$ cat config.mk
export PLATFORM = sky130hd
export DESIGN_NAME = wb_queue
export DESIGN_NICKNAME = d
export VERILOG_FILES = /design/src/rtl/wb_queue.sv
export SDC_FILE = /design/constraint.sdc
export NUM_CORES = 1
export LEC_CHECK = 0
export BUFFER_PORTS_ARGS = -buffer_cell sky130_fd_sc_hd__clkbuf_2
export CORE_MARGIN = 1
export CORE_UTILIZATION = 35
export CTS_BUF_LIST = sky130_fd_sc_hd__clkbuf_8
export CTS_CLUSTER_SIZE = 24
export DETAILED_ROUTE_END_ITERATION = 10
export PLACE_DENSITY_LB_ADDON = 0.08
export SYNTH_ARGS = -nofsm -noshare
export SYNTH_HDL_FRONTEND = slang
export SYNTH_SLANG_ARGS = --single-unit
$ cat constraint.sdc
create_clock -name clk -period 4.3 [get_ports clk]
set_clock_uncertainty 0.1 [all_clocks]
set_input_delay 0.86 -clock clk [delete_from_list [all_inputs] [get_ports clk]]
set_output_delay 0.86 -clock clk [all_outputs]
set_load 0.03 [all_outputs]
$ cat src/rtl/wb_queue.sv
// Register-file write-port producer: merges the ALU result path with a FIFO of long-latency results.
// Optional feature macro WBQ_BYPASS_EN: an empty FIFO with an idle ALU writes an offered result directly.
module wb_queue #(
    parameter int unsigned DEPTH  = 4,
    parameter int unsigned DATA_W = 32
) (
    input  logic                     clk,
    input  logic                     rst_n,
    input  logic                     alu_valid_i,
    input  logic [4:0]               alu_idx_i,
    input  logic [DATA_W-1:0]        alu_data_i,
    input  logic                     lu_valid_i,
    output logic                     lu_ready_o,
    input  logic [4:0]               lu_idx_i,
    input  logic [DATA_W-1:0]        lu_data_i,
    output logic                     wr_en_o,
    output logic [4:0]               wr_idx_o,
    output logic [DATA_W-1:0]        wr_data_o,
    output logic [31:0]              pending_mask_o,
    output logic [$clog2(DEPTH):0]   count_o
);

    localparam int unsigned PtrW = $clog2(DEPTH);
    localparam int unsigned CntW = PtrW + 1;

    logic [PtrW-1:0]   rd_ptr_q, rd_ptr_d;
    logic [PtrW-1:0]   wr_ptr_q, wr_ptr_d;
    logic [CntW-1:0]   count_q, count_d;
    logic [DEPTH-1:0]  vld_q, vld_d;
    logic [4:0]        idx_q  [DEPTH];
    logic [DATA_W-1:0] data_q [DEPTH];

    logic alu_wr, fifo_ne, full, bypass, push, pop;

    assign alu_wr     = alu_valid_i && (alu_idx_i != 5'd0);
    assign fifo_ne    = (count_q != '0);
    assign full       = (count_q == CntW'(DEPTH));
    assign lu_ready_o = rst_n && !full;

`ifdef WBQ_BYPASS_EN
    assign bypass = !fifo_ne && !alu_wr && lu_valid_i && (lu_idx_i != 5'd0);
`else
    assign bypass = 1'b0;
`endif

    // Index-0 results complete the handshake but are dropped here.
    assign push = lu_valid_i && lu_ready_o && (lu_idx_i != 5'd0) && !bypass;
    assign pop  = rst_n && !alu_wr && fifo_ne;

    always_comb begin
        rd_ptr_d = rd_ptr_q;
        wr_ptr_d = wr_ptr_q;
        count_d  = count_q;
        vld_d    = vld_q;
        if (pop) begin
            rd_ptr_d        = rd_ptr_q + 1'b1;
            vld_d[rd_ptr_q] = 1'b0;
        end
        if (push) begin
            wr_ptr_d        = wr_ptr_q + 1'b1;
            vld_d[wr_ptr_q] = 1'b1;
        end
        unique case ({push, pop})
            2'b10:   count_d = count_q + 1'b1;
            2'b01:   count_d = count_q - 1'b1;
            default: count_d = count_q;
        endcase
    end

    always_ff @(posedge clk or negedge rst_n) begin
        if (!rst_n) begin
            rd_ptr_q <= '0;
            wr_ptr_q <= '0;
            count_q  <= '0;
            vld_q    <= '0;
        end else begin
            rd_ptr_q <= rd_ptr_d;
            wr_ptr_q <= wr_ptr_d;
            count_q  <= count_d;
            vld_q    <= vld_d;
        end
    end

    // Payload storage needs no reset; occupancy is tracked by vld_q.
    always_ff @(posedge clk) begin
        if (push) begin
            idx_q[wr_ptr_q]  <= lu_idx_i;
            data_q[wr_ptr_q] <= lu_data_i;
        end
    end

    always_comb begin
        pending_mask_o = '0;
        for (int unsigned i = 0; i < DEPTH; i++) begin
            if (vld_q[i]) begin
                pending_mask_o[idx_q[i]] = 1'b1;
            end
        end
    end

    always_comb begin
        wr_en_o   = 1'b0;
        wr_idx_o  = '0;
        wr_data_o = '0;
        if (!rst_n) begin
            wr_en_o = 1'b0;
        end else if (alu_wr) begin
            wr_en_o   = 1'b1;
            wr_idx_o  = alu_idx_i;
            wr_data_o = alu_data_i;
        end else if (fifo_ne) begin
            wr_en_o   = 1'b1;
            wr_idx_o  = idx_q[rd_ptr_q];
            wr_data_o = data_q[rd_ptr_q];
        end else if (bypass) begin
            wr_en_o   = 1'b1;
            wr_idx_o  = lu_idx_i;
            wr_data_o = lu_data_i;
        end
    end

    assign count_o = count_q;

`ifndef SYNTHESIS
    // Issue must stall on pending registers, so an ALU write to one is a hazard upstream.
    always_ff @(posedge clk) begin
        if (rst_n && alu_wr) begin
            assert (!pending_mask_o[alu_idx_i])
            else $error("wb_queue: ALU write to pending register %0d", alu_idx_i);
        end
    end
`endif

endmodule

**Yosys cells after proc, flatten, opt, wreduce, memory -nomap -nowiden**

Memory sizes are Yosys's and may differ from the RTL's.
Index checks and enable logic that the tools add are counted.

- Flip-flop bits (word level): 11
- RAM bits: 148
- Input port bits: 78
- Output and inout port bits: 74
- Word-level logic and storage cells: 79
- Memories: 2

- Add/sub/neg operators: 4
- Magnitude comparators: 12
- Equal/unequal tests: 3
- Mux-type cells: 30
- Bitwise operators: 6
- Reduce and logical (&&, ||, !) cells: 18

Memory list:

| memory | words | bits a word | read ports | clocked after memory_dff | wr ports | line | RTL |
|---|---|---|---|---|---|---|---|
| data_q | 4 | 32 | 1 | 0 | 1 | 31 | `logic [DATA_W-1:0] data_q [DEPTH];` |
| idx_q | 4 | 5 | 5 | 0 | 1 | 30 | `logic [4:0] idx_q [DEPTH];` |

Operator list:

| kind | count |
|---|---|
| 32-bit 2-to-1 mux | 7 |
| 32-bit OR | 3 |
| 5-bit by 6-bit < comparator with 1-bit output (second input constant) | 4 |
| 1-bit demux with 5-bit select | 4 |
| 5-bit by 1-bit >= comparator with 1-bit output (second input constant) | 4 |
| 5-bit 2-to-1 mux | 3 |
| 1-bit logical AND | 12 |
| 1-bit 2-to-1 mux | 11 |
| 5-bit nonzero test | 2 |
| 4-bit 2-to-1 mux | 2 |
| 2-bit by 3-bit < comparator with 1-bit output (second input constant) | 2 |
| 3-bit case mux with 2 select lines | 1 |
| 2-bit by 1-bit adder with 2-bit output (second input constant) | 2 |
| 4-bit AND | 1 |
| 1-bit demux with 2-bit select | 2 |
| 2-bit by 1-bit >= comparator with 1-bit output (second input constant) | 2 |
| 4-bit inverter | 1 |
| 4-bit OR | 1 |
| 3-bit by 1-bit adder with 3-bit output (second input constant) | 1 |
| 3-bit == test (second input constant) | 1 |
| 3-bit nonzero test | 1 |
| 3-bit by 1-bit subtractor with 3-bit output (second input constant) | 1 |
| 2-bit by 1-bit == test with 1-bit output (second input constant) | 1 |
| 2-bit == test (second input constant) | 1 |
| other kinds (2) | 3 |

**Depth between registers and ports, before layout**

Gate-level depths: netlist of run 1.
An unclocked memory read counts as a cell.

- Word-level depth: 12
- Gate-level depth with buffers: 10
- Gate-level depth less buffers: 9

**Least setup slack after synthesis of run 1**

OpenSTA, ideal clock, no wires.

- Path type: input to register
- Start point: input rst_n
- End point: memory data_q[0][0], enable pin
- Library setup time: 398 ps
- Arrival: 3148 ps
- Required time: 3802 ps
- Setup slack: 654 ps
- Stages on the path: 4
- Path buffers: 1
- Path through: a21boi_0 > o211a_1 > clkbuf_1 > and2_1

- Longest elaborated chain between the ends: 5

Ends and longest elaborated chain:

| item | line | RTL |
|---|---|---|
| from (decl) | 8 | `input logic rst_n,` |
| 1-bit logical AND | 38 | `assign lu_ready_o = rst_n && !full;` |
| 1-bit logical AND (2 in a row) | 47 | `assign push = lu_valid_i && lu_ready_o && (lu_idx_i != 5'd0) && !bypass;` |
| 1-bit 2-to-1 mux | 86 | `if (push) begin` |
| 1-bit 2-to-1 mux (not written as such) | 88 | `data_q[wr_ptr_q] <= lu_data_i;` |
| to (decl) | 31 |  |

No other way between the ends.

**Worst setup path after layout of run 1**

- Start point: input alu_idx_i[0]
- End point: output wr_data_o[30]

- Longest elaborated chain between the ends: 4

Ends and longest elaborated chain:

| item | line | RTL |
|---|---|---|
| from (decl) | 10 | `input logic [4:0] alu_idx_i,` |
| 5-bit nonzero test | 35 | `assign alu_wr = alu_valid_i && (alu_idx_i != 5'd0);` |
| 1-bit logical AND | 35 |  |
| 32-bit 2-to-1 mux | 107 | `end else if (alu_wr) begin` |
| 32-bit 2-to-1 mux | 105 | `if (!rst_n) begin` |
| to (decl) | 18 | `output logic [DATA_W-1:0] wr_data_o,` |

No other way between the ends.

==> results of run 1 <==
==> logic make-up after synthesis <==
| family | Yosys count | synth area share (%) |
|---|---|---|
| AO/OA/AOI/OAI | 111 | 12.4 |
| XOR/XNOR | 5 | 0.582 |
| adder cells (fa/ha/maj) | 10 | 1.76 |
| buffers and inverters | 42 | 2.66 |
| flip-flops | 159 | 62.8 |
| multiplexers | 40 | 11.5 |
| AND/OR/NAND/NOR | 101 | 8.33 |
==> stage by stage <==
step | setup slack (ns) | instance area [um2] | hold WS [ns]
detailed placement | 0.476 | 8550 | 0.441
finish | 0.502 | 8900 | 0.336
global placement | 0.508 | 8550 | 0.435
CTS | 0.473 | 8900 | 0.323
global route | 0.425 | 8900 | 0.311
floorplan | 0.654 | 7520 | 0.434
==> registers in the layout, summed over array words and instances (netlist names) <==
name	cells
count_o	3
vld_q	4
data_q	128
idx_q	20
rd_ptr_q	2
wr_ptr_q	2
==> how the worst min path moves through the flow <==
stage | start | endpoint | slack [ns] | depth (start not counted)
after floorplan | wr_ptr_q[1]$_DFFE_PN0P_ | wr_ptr_q[1]$_DFFE_PN0P_ | 0.43 | 1
after global placement | count_o[2]$_DFFE_PN0P_ | count_o[2]$_DFFE_PN0P_ | 0.44 | 1
after detailed placement | count_o[2]$_DFFE_PN0P_ | count_o[2]$_DFFE_PN0P_ | 0.44 | 1
after CTS | rst_n | count_o[0]$_DFFE_PN0P_ | 0.32 | 2
after global routing | rst_n | count_o[0]$_DFFE_PN0P_ | 0.31 | 2
final | rst_n | count_o[0]$_DFFE_PN0P_ | 0.34 | 2
==> layout make-up <==
class / count / area (um2) / area share [%]
clock buffers: 17 / 234 / 2.63
clock inverters: 13 / 116 / 1.31
inverters: 10 / 38.8 / 0.436
multi-input cells: 267 / 2610 / 29.3
flip-flops and latches: 159 / 4720 / 53.0
well taps: 275 / 344 / 3.86
repair buffers: 161 / 843 / 9.47
==> power by group through the flow <==
stage	logic [uW]	clock network, uW	registers, uW
6_report	1660	994	2060
5_1_grt	1790	1100	2090
4_1_cts	1690	1030	2070
3_5_place_dp	1690	0	2100
3_3_place_gp	1670	0	2090
2_1_floorplan	1210	0	2030
==> synth_stat cells, types with 7 or more instances <==
cell type,count,area share [%]
ha_1,9,1.5
mux4_2,37,11
inv_1,9,0.45
clkbuf_1,23,1.1
a22oi_1,20,2.0
and3b_1,7,0.82
nand3b_1,9,0.90
or3b_2,8,0.93
o221ai_1,14,1.6
nand2_1,13,0.65
nor2_1,12,0.60
nor3b_1,10,1.0
o22ai_1,15,1.2
nor2b_1,12,1.0
dfrtp_1,11,3.7
a22o_1,29,3.4
edfxtp_1,148,59
a221o_1,19,2.5
==> layout by cell type (no fill, tap or decap), types with 2 or more instances in the layout <==
master and n:
clkbuf_2 151, nor3b_1 10, nand2_1 13, clkinv_4 2
dfrtp_1 9, nor2b_1 12, clkinvlp_4 2, xnor2_1 4
inv_1 9, a221o_1 19, or3b_2 8, o22ai_1 15
mux4_2 37, ha_1 9, dfrtp_2 2, nand3_1 5
and3b_1 7, inv_6 3, or3_1 5, and2_2 4
clkinv_1 3, buf_4 9, clkinv_2 2, nor2_1 12
a22oi_1 20, or2_2 4, o211ai_1 3, and3_1 5
clkbuf_8 17, a22o_1 29, o221ai_1 14, nor3_1 3
edfxtp_1 148, nand3b_1 9, mux2_2 3
==> worst max-delay path, stage by stage <==
cell,delay (ns)
clkbuf_2,0.10
or3_1,0.38
o31a_4,0.34
or2_4,0.29
clkinv_2,0.41
a22o_1,0.23
clkbuf_2,0.20
==> per-layer routing <==
metal  vias to the layer above  track usage [%]  part of all wire [%]
met5                         -                0                 0.063
met4                         2             6.86                   2.3
met3                        30             5.31                   7.7
met2                       237             30.6                    47
met1                      2544             25.4                    43
li1                       2259                -                     -
==> metrics.yaml, run 1 <==
outcome: "finished clean"
finalSetupTns_ns: 0
fin_cells: 902
cts_buffers: 17
worstReg2RegEnd: "count_o[2]$_DFFE_PN0P_"
ys_warn_count: 0
ys.flop_type: "edfxtp_1"
place_hpwl_mm: 14.3
synth_cells: 468
syn_nets: 556
grt_usage_pct: 19.3
p_comb_share_pct: 35.2
min_path_type: "in2async"
p_sw_uw: 1670
fin_nets: 704
avgRoutedWirePerCell_um: 22.8
grt-ovfl-total: 0
rsz0062_at_grt: "no"
cts_max_level: 4
gp_congestion: 0.964
swShare_pct: 35.5
crit_arrival_ns: 2.84
clk_pin_slew_ns: 0.08
synth_cell_types: 48
r2r_setup_slack_ns: 1.20
wirelength_mm: 20.5
period_minus_slack_ns: 3.80
clkPwrFrac_pct: 21.1
avgSynthCellArea_um2: 16.1
antenna_cells: 0
drt_iter0_markers: 291
final.period_utilization_pct: 88.3
dp_cells: 872
post-cts-setup-buffers: 0
rr_worst_depth: 9
cts.sinks: 159
netlist_area_um2: 7520
clkLatencyLatePin_ns: 0.43
hold_viol: 0
ios: 152
port_buffers: 151
endpoint_kind: "output port"
avgViaCountPerCell: 5.62
antenna_found_initial: 1
leakage_uw: 0.00324
num_rows: 53
ctsHoldBuffers: 0
die_area_um2: 22100
required_ns: 3.34
dieHeight_um: 149
p_per_area_nw_per_um2: 529
p_int_uw: 3040
clockRootBuffer: "clkbuf_8"
synth_edf_count: 148
syn_to_final_growth_pct: 18.4
nFillCells: 1945
maxSlewHeadroom_pct: 32.7
first_pass_iters: 7
die_w_um: 149
worst_pin_slew_ns: 1.01
total_power_uw: 4710
grt_max_degree: 32
ir_worst_vdd_v: 0.000213
critical_path_class: "in2out"
grt_pass1_vias: 5109
slew_violations: 0
critical_path.endpoint: "wr_data_o[30]"
crit_fanout: 31
num_vias: 5072
synth.ff_latch_count: 159
synth_async_sr_flop_share_pct: 6.92
final_layout_size_suffix_gt1_share_pct: 39.9
core_um2: 21000
startpoint_type: "input port"
start_util_pct: 35.8
grt_pass1_wl_mm: 31.0
drc: 0
ys_seq_area_share_pct: 62.8
clockBufferDepth: 2
r2r_start: "count_o[0]$_DFFE_PN0P_"
final_util_pct: 42.4
max_clock_freq_ghz: 0.263
setup_viol: 0
p_seq_share_pct: 43.7
cap_viol_max_count: 0
cts_resized: 0
startpoint: "alu_idx_i[0]"
cts_tree: "done"
ant_nets: 0
No activity file was read; power rests on OpenSTA's default activity.
==> inputs of run 2 (changes only) <==
--- a/config.mk
+++ b/config.mk
@@ -10,4 +10,5 @@
 export CORE_UTILIZATION = 35
 export CTS_BUF_LIST = sky130_fd_sc_hd__clkbuf_8
+export CTS_CLUSTER_DIAMETER = 200
 export CTS_CLUSTER_SIZE = 24
 export DETAILED_ROUTE_END_ITERATION = 10
==> constraint.sdc (replaced) <==
create_clock -name clk -period 4.3 [get_ports clk]
set_clock_uncertainty 0.1 [all_clocks]
set_input_delay 0 -clock clk [delete_from_list [all_inputs] [get_ports clk]]
set_output_delay 0 -clock clk [all_outputs]
set_load 0.03 [all_outputs]
==> run 2 against run 1 <==
Clock power up 5%; global-route usage down 0.054 points; register-to-register slack improved by 0.15 ns; hold slack worse by 0.21 ns; cell count grew 3.9%; maximum frequency increased by 20%; critical path depth unchanged; critical path type is now in2reg.
==> metrics.yaml, run 2 (synthesis results as in run 1) <==
outcome: "finished clean"
largest_reg_flops: 128  # unchanged
top_regs: "data_q: 128 flops, idx_q: 20 flops, vld_q: 4 flops"
max_flop_register: "data_q"
fin_nets: 737  # +4.7%
crit_fanout: 37  # +19%
startpoint: "rst_n"
finalInstanceArea_um2: 9280  # +4.2%
clkLatencyLatePin_ns: 0.44  # about the same
grt_pass1_vias: 5157  # +0.94%
p_per_area_nw_per_um2: 514  # -2.9%
p_comb_share_pct: 32.3  # -2.9 points
wirelength_mm: 21.0  # +2.0%
final.period_utilization_pct: 73.6  # -15 points
leakage_uw: 0.00339  # +4.4%
clk_pin_slew_ns: 0.09  # about the same
dp_slack_ns: 1.26  # +0.782 ns
startpoint_type: "input port"
crit_arrival_ns: 3.13  # +0.29 ns
die_area_um2: 22100  # unchanged
p_seq_share_pct: 45.9  # +2.2 points
p_sw_uw: 1740  # +4.0%
max_clock_freq_ghz: 0.316  # +20%
maxSlewHeadroom_pct: 25.2  # -7.5 points
cts_tree: "done"
hold_ws_ns: 0.126  # -0.210 ns
num_vias: 5230  # +3.1%
ant_nets: 0  # unchanged
ir_worst_vdd_v: 0.000229  # +7.6%
clockBufferDepth: 2  # unchanged
num_rows: 53  # unchanged
drc: 0  # unchanged
cts_max_level: 4  # unchanged
mostFrequentLayoutCell: "clkbuf_2"
antenna_cells: 0  # unchanged
fin_ws_ns: 1.14  # +0.635 ns
grt-ovfl-total: 0  # unchanged
r2r_start: "count_o[0]$_DFFE_PN0P_"
hold_start: "alu_idx_i[3]"
min_path_type: "in2reg"
syn_to_final_growth_pct: 23.3
cts.sinks: 159  # unchanged
clkPwrFrac_pct: 21.8  # +0.7 points
period_minus_slack_ns: 3.16  # -0.635 ns
finalSetupTns_ns: 0  # unchanged
gp_congestion: 0.928  # -3.7%
cap_viol_max_count: 0  # unchanged
swShare_pct: 36.5  # +1.0 points
rsz0062_at_grt: "no"
required_ns: 4.27  # +0.93 ns
antenna_found_initial: 1  # unchanged
setup_viol: 0  # unchanged
slew_violations: 0  # unchanged
p_int_uw: 3020  # -0.49%
place_hpwl_mm: 13.7  # -4.2%
cts_resized: 0  # unchanged
core_um2: 21000  # unchanged
final_layout_size_suffix_gt1_share_pct: 37.3  # -2.6 points
critical_path_class: "in2reg"
avgViaCountPerCell: 5.58  # -0.74%
hold_viol: 0  # unchanged
place_area_um2: 8490  # -0.76%
endpoint_kind: "flop"
dieHeight_um: 149  # unchanged
cts_buffers: 17  # unchanged
port_buffers: 151  # unchanged
drt_iter0_markers: 335  # +15%
grt_pass1_wl_mm: 30.6  # -1.1%
final_cell_mix: "151 x clkbuf_2, 148 x edfxtp_1, 40 x dlygate4sd3_1"
ctsHoldBuffers: 40  # +40
first_pass_iters: 5  # -2
start_util_pct: 35.8  # unchanged
post-cts-setup-buffers: 0  # unchanged
grt_usage_pct: 19.3  # -0.054 points
die_w_um: 149  # unchanged
ios: 152  # unchanged
avgRoutedWirePerCell_um: 22.4  # -1.8%
clockRootBuffer: "clkbuf_8"
grt_max_degree: 42  # +31%
worst_pin_slew_ns: 1.12  # +0.115 ns
-- run 2: cell types whose count changed in the layout (fill, tap and decap cells not counted), moves of 2 or more --
cell	change
clkinv_8	+3
buf_4	-6
dlygate4sd3_1	+40
clkinv_1	-3
inv_8	+2
-- run 2: path summary, 6_finish.rpt --
path                                           end  slack, ns  cells after the start
max                          idx_q[1][4]$_DFFE_PP_       1.14                      7
min                             vld_q[3]$_DFF_PN0_       0.13                      4
max reg2reg                 count_o[2]$_DFFE_PN0P_       1.35                      9
min reg2reg                 count_o[2]$_DFFE_PN0P_       0.42                      1
max in group asynchronous  rd_ptr_q[1]$_DFFE_PN0N_       3.35                      4
min in group asynchronous   count_o[1]$_DFFE_PN0P_       0.49                      4
-- run 2: critical path: stages --
cell	delay, ns
dlygate4sd3_1	0.52
clkbuf_2	0.09
dlygate4sd3_1	0.53
buf_4	0.28
a21boi_0	0.29
o211a_1	0.41
and2_2	0.96
-- run 2: metal layers --
layer	wire (um)	up-vias	GRT usage, %
met5	13	-	0
met4	386	2	7.27
met3	1330	32	4.33
met2	10200	217	32.1
met1	8970	2655	24.4
li1	-	2324	-
-- run 2: power by group through the flow --
stage                     clock, uW  combinational [uW]  sequential [uW]
after global routing           1130                1640             2230
after detailed placement          0                1520             2230
after global placement            0                1520             2220
final                          1040                1540             2190
after CTS                      1070                1550             2200
after floorplan                   0                1210             2030
-- run 2: cell type report --
| type | instances | area [um2] |
|---|---|---|
| clock inverter | 15 | 153 |
| timing repair buffer | 194 | 1180 |
| inverter | 10 | 38.8 |
| sequential | 159 | 4720 |
| clock buffer | 17 | 234 |
| fill | 1952 | 11700 |
| multi-input combinational | 267 | 2610 |
| tap | 275 | 344 |
-- run 2: metrics by stage --
step	power, uW	util (%)	std cells
3_3_place_gp	3740	40.4	865
3_5_place_dp	3750	40.4	865
6_report	4760	44.1	937
5_1_grt	5000	44.1	937
2_1_floorplan	3240	-	468
4_1_cts	4830	44.1	937
